`src/rtl/jk_pkg.sv`:
```
// Shared {J,K} drive encodings for the JK cell and the counter steering logic.
package jk_pkg;

    typedef logic [1:0] jk_mode_t;

    localparam jk_mode_t JK_HOLD = 2'b00;
    localparam jk_mode_t JK_RST  = 2'b01;
    localparam jk_mode_t JK_SET  = 2'b10;
    localparam jk_mode_t JK_TGL  = 2'b11;

endpackage

```
`src/rtl/jk_ff_cell.sv`:
```
// Single clocked JK flip-flop with synchronous active-high reset to RST_BIT.
module jk_ff_cell
    import jk_pkg::*;
#(
    parameter logic RST_BIT = 1'b0
) (
    input  logic clk,
    input  logic rst,
    input  logic j,
    input  logic k,
    output logic q,
    output logic qbar
);

    logic q_reg;

    always_ff @(posedge clk) begin
        if (rst) begin
            q_reg <= RST_BIT;
        end else begin
            case ({j, k})
                JK_RST:  q_reg <= 1'b0;
                JK_SET:  q_reg <= 1'b1;
                JK_TGL:  q_reg <= ~q_reg;
                default: q_reg <= q_reg;
            endcase
        end
    end

    assign q    = q_reg;
    assign qbar = ~q_reg;

endmodule

```
`src/rtl/jk_sync_counter.sv`:
```
// Synchronous up/down counter built from JK cells with per-bit J/K steering.
// Define JK_CNT_SAT_EN for a saturating counter; otherwise it wraps.
module jk_sync_counter
    import jk_pkg::*;
#(
    parameter int               WIDTH   = 4,
    parameter logic [WIDTH-1:0] RST_VAL = '0
) (
    input  logic             clk,
    input  logic             rst,
    input  logic             en,
    input  logic             up_dn,
    input  logic             load,
    input  logic [WIDTH-1:0] d,
    output logic [WIDTH-1:0] q,
    output logic [WIDTH-1:0] qbar,
    output logic             tc
);

    logic [WIDTH-1:0] tgl;
    logic             at_limit;
    logic             count_ok;
    jk_mode_t         mode [WIDTH];

    assign at_limit = up_dn ? (&q) : ~(|q);
    assign tc       = en & at_limit;

`ifdef JK_CNT_SAT_EN
    // At the terminal value every cell is held so the count sticks there.
    assign count_ok = en & ~at_limit;
`else
    assign count_ok = en;
`endif

    // Ripple toggle chain: bit i flips when all lower bits are at their carry/borrow value.
    assign tgl[0] = 1'b1;

    generate
        for (genvar gi = 1; gi < WIDTH; gi++) begin : g_chain
            assign tgl[gi] = tgl[gi-1] & (up_dn ? q[gi-1] : ~q[gi-1]);
        end
    endgenerate

    generate
        for (genvar gi = 0; gi < WIDTH; gi++) begin : g_bit
            always_comb begin
                mode[gi] = JK_HOLD;
                if (load) begin
                    mode[gi] = d[gi] ? JK_SET : JK_RST;
                end else if (count_ok && tgl[gi]) begin
                    mode[gi] = JK_TGL;
                end
            end

            jk_ff_cell #(
                .RST_BIT (RST_VAL[gi])
            ) u_cell (
                .clk  (clk),
                .rst  (rst),
                .j    (mode[gi][1]),
                .k    (mode[gi][0]),
                .q    (q[gi]),
                .qbar (qbar[gi])
            );
        end
    endgenerate

endmodule

```
`config.mk`:
```
export PLATFORM = sky130hd
export DESIGN_NAME = jk_sync_counter
export DESIGN_NICKNAME = d
export VERILOG_FILES = /design/src/rtl/jk_pkg.sv /design/src/rtl/jk_ff_cell.sv /design/src/rtl/jk_sync_counter.sv
export SDC_FILE = /design/constraint.sdc
export NUM_CORES = 1
export LEC_CHECK = 0
export ABC_AREA = 1
export BUFFER_PORTS_ARGS = -buffer_cell sky130_fd_sc_hd__buf_2
export CORE_AREA = 5 5 42 44
export DETAILED_ROUTE_END_ITERATION = 8
export DIE_AREA = 0 0 47 49
export PLACE_DENSITY = 0.56
export RECOVER_POWER = 50
export SETUP_SLACK_MARGIN = 0.5
export SLEW_MARGIN = 20
export SYNTH_ARGS = -nofsm -noshare
export SYNTH_HDL_FRONTEND = slang
export SYNTH_SLANG_ARGS = --single-unit
```
`constraint.sdc`:
```
create_clock -name clk -period 1.2 [get_ports clk]
set_input_delay 0.06 -clock clk [delete_from_list [all_inputs] [get_ports clk]]
set_output_delay 0.06 -clock clk [all_outputs]
set_load 0.05 [all_outputs]
```
Word-level counts from Yosys, hierarchy flattened. Index checks and enable logic that the tools add are counted.

Equal/unequal tests: 12. Multiplexer cells: 20. Bitwise logic cells: 8. Reductions and logical operators: 9.

Operators by type and width (number): two-way mux 2 bit (12); equality test 2 bit, second input constant (8); one-hot mux 1 bit (3 select lines) (4); nonzero test 3 bit (4); equality test 2 x 1 -> 1 bit, second input constant (4); inverter 1 bit (5); two-way mux 1 bit (4); AND reduction 4 bit (1); OR reduction 4 bit (1); AND 1 bit (3); logical AND 1 bit (3).

Flip-flop bits (word level): 4. Output and inout port bits: 9. Logic and storage cells: 53.

Longest topological paths before layout. Gate-level depths: netlist (run 1).

Depth in word-level cells: 9. Mapped depth: 8. Depth with buffers taken out: 8.

Hierarchy. Synthesis (run 1) repeated with hierarchy kept, for this count alone.

Cell total of the unflattened synthesis: 63. Area, all modules: 325.3 um^2.

Modules (own cells, without submodules): jk_ff_cell (instances 4, cells an instance 7, area an instance 42.5 um^2, seq. area each 20.0 um^2); jk_sync_counter (instances 1, cells an instance 35, area an instance 155.1 um^2, seq. area each 0.0 um^2).

Worst setup path before layout (run 1). Ideal clock, no wire load.

Path kind: register to output. Start: register g_bit[1].u_cell.q_reg. End: output tc. Data arrival time: 1.036 ns. Required time: 1.140 ns. Path slack: 0.104 ns. Cell stages (with the launch flop): 4. Buffers on the path: 0. Path through: dfxtp_1 > nand2_1 > o21ai_0 > and3_1.

Longest elaborated chain between the ends: 4. Elaborated cells on any way between the ends: 5.

RTL lines: start, declared (line jk_ff_cell.sv:15) `logic q_reg;`; start signal, assigned (line jk_ff_cell.sv:24) `JK_TGL: q_reg <= ~q_reg;`; start signal, assigned (line jk_ff_cell.sv:25) `default: q_reg <= q_reg;`; OR reduction 4 bit (line jk_sync_counter.sv:25) `assign at_limit = up_dn ? (&q) : ~(|q);`; inverter 1 bit (line jk_sync_counter.sv:25); two-way mux 1 bit (*) (line jk_sync_counter.sv:25); AND 1 bit (*) (line jk_sync_counter.sv:26) `assign tc = en & at_limit;`; end, declared (line jk_sync_counter.sv:17) `output logic tc`.

Every way passes the cells marked *; elsewhere a longest branch is shown, timed or not.

Worst setup path after layout (run 1). Ends and elaborated chain as after synthesis.

==> metrics.yaml, run 1 <==
fmax_mhz: 858
place_congestion: 0.672
fin_nets: 86
yosysTopAreaCell: "dfxtp_1"
cts_tree: "built"
start_util: 0.247
ys_seq_area_frac: 0.231
slew_headroom: 0.813
critPathLaunchType: "flop"
path_clk_slew_ns: 0.03
peakVddDrop_v: 0.000448
cts_max_path_buffers: 2
dieWidth_um: 47
register_area_um2: 92.6
io_pins: 18
antenna_left: 0
outcome: "finished clean"
track_usage: 0.0796
min_period_ns: 1.17
worstHoldStart: "d[0]"
postCtsHoldBufs: 0
slowest_delay_ns: 0.35
syn_nets: 67
synth_area_um2: 347
drt-vias-per-instance: 4.15
r2r_cells: 8
criticalPathCategory: "reg2out"
setup_ws_ns: 0.0346
r2r-start: "g_bit[0].u_cell.q"
powerDensity_nw_per_um2: 1120
synth-seq-cells: 4
reg2reg_to: "g_bit[1].u_cell.q"
r2r_slack_ns: 0.15
antenna_found_initial: 0
synth_most_common_cell: "nand2_1"
synth_common_cells: "nand2_1 (16), buf_4 (8), inv_1 (6)"
synth_edf_count: 0
hold_path_depth: 3
worstPathMaxFanout: 3
num_vias: 378
drcViolationCount: 0
yosysUniqueCellTypes: 16
rsz0062_at_grt: "yes"
worstMarginPinSlew_ns: 0.282
synth.top_cells.by_area: "dfxtp_1 (23%), buf_4 (17%), nand2_1 (17%), inv_1 (6.5%), nand3_1 (5.8%)"
place_area_um2: 404
hold_viol: 0
fillCellCount: 162
rows: 14
finalSetupViolCount: 0
p_total_mw: 0.600
cts_made_buffers: 3
path_buf_inv: 2
final_layout_size_suffix_gt1_frac: 0.573
dpl.hpwl_um: 648
yosys.area.top_type_share: 0.231
cts-root-buf: "clkbuf_4"
wl_um: 830
yosys_warnings: 0
largest_reg_flops: 4
htreeDepth: 1
maxCapViolCount: 0
pre_cts_slack_ns: 0.122
cp.depth: 5
dp_cells: 83
post-route-util: 0.384
stdcell_area_um2: 538
drt_first_pass_iters: 3
critPathRequiredTime_ns: 1.14
antenna_cells: 0
p_leak_nw: 0.299
layoutNonFillerInstCount: 91
drtIter0Drc: 3
critPathArrivalTime_ns: 1.11
fin_hold_ws_ns: 0.0475
setup_tns_ns: 0
die_h_um: 49
synth-async-reset-ratio: 0
multi_input_area_um2: 200
ys.flop_type: "dfxtp_1"
cts.sinks: 4
slew_violations: 0
area.growth.synth_to_final_pct: 55.2
crit_chain: "inv_2 -> nand3_2 -> nand2_4 -> and3_4 -> buf_8"
grt_pass1_wl_um: 1280
cp_top_family: "flip-flops"
syn_area_per_cell_um2: 5.98
first_global_vias: 321
insertion_delay_ns: 0.24
crit_path_end_kind: "output pin"
slowest_stage: "dfxtp_4"
hold_path.class: "in2reg"
core_um2: 1400
wl_per_cell_um: 9.12
place.port_buffers: 17
grt_max_degree: 8
dieArea_um2: 2300
overflow: 0
skew_ns: 0.00416
whs_endpoint: "g_bit[0].u_cell.q"
syn_inst: 58
period_share: 0.971
-- per-layer routing --
layer / vias to the layer above / track usage / routed length [µm]
li1: 209 / - / -
met4: 0 / 0.0829 / 29
met3: 3 / 0.0295 / 85
met1: 152 / 0.0989 / 333
met5: - / 0 / 0
met2: 14 / 0.0950 / 382
-- layout make-up --
cell class	instances	share of cell area
inverters	10	0.0744
repair buffers	22	0.302
flip-flops and latches	4	0.172
clock buffers	3	0.0419
well taps	16	0.0372
multi-input cells	36	0.372
-- power by group --
part	total [mW]	switching, mW	internal, mW
sequential	0.160	0.0151	0.145
clock	0.170	0.0578	0.112
combinational	0.270	0.170	0.100
-- logic make-up after synthesis --
group / Yosys count / synth area share
AO/OA/AOI/OAI: 7 / 0.119
buffers and inverters: 18 / 0.282
flip-flops: 4 / 0.231
AND/OR/NAND/NOR: 29 / 0.368
-- what timing repair did --
action / in CTS / in global routing
buffers inserted: 4 / 1
gates resized for setup: 19 / 18
setup endpoints to repair: 13 / 13
pin swaps: 4 / 2
-- worst min-delay path, stage by stage --
cell and delay [ns]:
buf_2 0.08, o211ai_1 0.07, inv_1 0.05
-- layout by cell type, fill, tap and decap left out --
master / count
buf_4: 5
nand4_1: 1
clkbuf_4: 3
a21oi_2: 1
buf_2: 8
clkbuf_2: 5
inv_1: 4
nand2_4: 2
nand3_1: 2
o211ai_1: 1
o21ai_0: 1
and3_4: 1
inv_2: 5
dfxtp_4: 3
dfxtp_2: 1
o21ai_2: 1
o21ai_1: 2
nor2_1: 5
buf_8: 4
a21oi_1: 1
inv_4: 1
nand3_2: 3
nand2_1: 15
-- worst max-delay path by stage --
stage                           start  end  slack, ns
CTS                 g_bit[0].u_cell.q   tc       0.04
finish              g_bit[1].u_cell.q   tc       0.03
global route        g_bit[2].u_cell.q   tc     -0.009
detailed placement  g_bit[0].u_cell.q   tc       0.12
global placement    g_bit[0].u_cell.q   tc       0.12
floorplan           g_bit[0].u_cell.q   tc       0.31
Note: power is estimated with default switching activity, not from simulation.
==> run 2, diff against run 1 <==
PLACE_DENSITY = 0.55   (was 0.56)
==> run 2 against run 1 <==
  * Die area unchanged
  * Critical path type unchanged
  * Largest power group unchanged
  * Register-to-register slack better by 0.02 ns
  * Sequential share of layout area down 0.96 points
==> metrics.yaml, run 2 (synthesized netlist as in run 1, its figures left out) <==
cts_max_path_buffers: 2  # unchanged
powerDensity_nw_per_um2: 1100  # -1.8%
grt_pass1_wl_um: 1320  # +3.2%
p_clk_frac: 0.277  # -0.006
hold_viol: 0  # unchanged
drt-vias-per-instance: 4.21  # +1.3%
start_util: 0.247  # unchanged
whs_endpoint: "g_bit[0].u_cell.q"
maxCapViolCount: 0  # unchanged
cts-root-buf: "clkbuf_4"
wl_um: 819  # -1.3%
rows: 14  # unchanged
core_um2: 1400  # unchanged
p_switching_mw: 0.243  # about the same
criticalPathCategory: "reg2out"
dieWidth_um: 47  # unchanged
drt_first_pass_iters: 4  # +1
worstHoldStart: "d[0]"
die_h_um: 49  # unchanged
min_period_ns: 1.17  # +0.00191 ns
place.port_buffers: 17  # unchanged
antenna_found_initial: 0  # unchanged
crit_path_end_kind: "output pin"
wl_per_cell_um: 9.00  # -1.3%
overflow: 0  # unchanged
reg2reg_to: "g_bit[3].u_cell.q"
io_pins: 18  # unchanged
r2r_cells: 9  # +1
hold_path.class: "in2reg"
fin_nets: 86  # unchanged
area.growth.synth_to_final_pct: 59.9
p_int_mw: 0.364  # +2.0%
antenna_cells: 0  # unchanged
htreeDepth: 1  # unchanged
insertion_delay_ns: 0.24  # about the same
finalSetupViolCount: 0  # unchanged
slew_headroom: 0.813  # about the same
rsz0062_at_grt: "yes"
drcViolationCount: 0  # unchanged
cts.sinks: 4  # unchanged
layout_common_cells: "nand2_1 (12), buf_2 (8), inv_1 (6)"
worstPathMaxFanout: 4  # +1
num_vias: 383  # +1.3%
critPathArrivalTime_ns: 1.11  # about the same
dpl.hpwl_um: 642  # -0.96%
place_congestion: 0.622  # -7.4%
drtIter0Drc: 8  # +5
r2r_slack_ns: 0.17  # +0.02 ns
place_area_um2: 404  # unchanged
peakVddDrop_v: 0.000472  # +5.3%
cts_made_buffers: 3  # unchanged
antenna_left: 0  # unchanged
power_frac_comb: 0.460  # +0.010
cts_tree: "built"
r2r-start: "g_bit[0].u_cell.q"
setup_tns_ns: 0  # unchanged
final_common_cell: "nand2_1"
hold_path_depth: 3  # unchanged
track_usage: 0.0815  # +0.00194
critPathRequiredTime_ns: 1.14  # about the same
final_layout_size_suffix_gt1_frac: 0.573  # unchanged
stdcell_area_um2: 554  # +3.0%
post-route-util: 0.396  # +0.0116
fmax_mhz: 857  # -0.16%
path_clk_slew_ns: 0.04  # about the same
period_share: 0.973  # +0.00159
grt_max_degree: 8  # unchanged
largest_reg_flops: 4  # unchanged
swShare: 0.400  # -0.00445
skew_ns: 0.00218  # -0.00198 ns
outcome: "finished clean"
worstMarginPinSlew_ns: 0.281  # -0.000844 ns
postCtsHoldBufs: 0  # unchanged
dieArea_um2: 2300  # unchanged
first_global_vias: 352  # +9.7%
seq_power_share: 0.263  # -0.004
slew_violations: 0  # unchanged
p_leak_nw: 0.294  # -1.6%
critPathLaunchType: "flop"
## run 2: power by group through the flow
| stage | registers [mW] | clock network [mW] | logic [mW] |
|---|---|---|---|
| floorplan | 0.158 | 0 | 0.193 |
| global placement | 0.159 | 0 | 0.213 |
| detailed placement | 0.160 | 0 | 0.213 |
| CTS | 0.156 | 0.177 | 0.276 |
| global route | 0.162 | 0.187 | 0.300 |
| finish | 0.160 | 0.168 | 0.279 |
## run 2: layer usage
layer	track usage	share of wire	up-vias
met5	0	0	-
met4	0.0691	0.045	0
met3	0.0369	0.098	5
met2	0.104	0.43	15
met1	0.0983	0.42	154
li1	-	-	209
## run 2: what timing repair did
action,4_1_cts,5_1_grt
endpoints found under the setup margin,13,13
resized for setup,23,13
buffers inserted,5,0
pin swaps,4,2
## run 2: area by class of cell
cell class	count	area [µm²]
Timing Repair Buffer	22	173
Fill cell	166	847
Tap cell	16	20.0
Clock buffer	3	22.5
Inverter	10	42.5
Sequential cell	4	90.1
Multi-Input combinational cell	36	206
## run 2: critical path, stage by stage, from the launching register on
cell and delay, ns:
dfxtp_2 0.34, nand2_1 0.07, o21ai_1 0.13, and3_4 0.19, buf_8 0.14
## run 2: how the worst max path moves through the flow
stage / start / end / slack, ns / cells after the start
final: g_bit[2].u_cell.q / tc / 0.03 / 4
after global routing: g_bit[0].u_cell.q / tc / -0.009 / 5
after CTS: g_bit[2].u_cell.q / tc / 0.02 / 4
after detailed placement: g_bit[0].u_cell.q / tc / 0.11 / 5
after global placement: g_bit[0].u_cell.q / tc / 0.12 / 5
after floorplan: g_bit[0].u_cell.q / tc / 0.31 / 4
## run 2: metrics by stage
stage	hold WS, ns	std cells	worst slack, ns	power, mW
after floorplan	0.193	58	0.306	0.350
after detailed placement	0.290	83	0.113	0.373
final	0.0522	91	0.0327	0.607
after global routing	0.0631	91	-0.00948	0.648
after CTS	0.0414	91	0.0248	0.609
after global placement	0.288	83	0.124	0.373
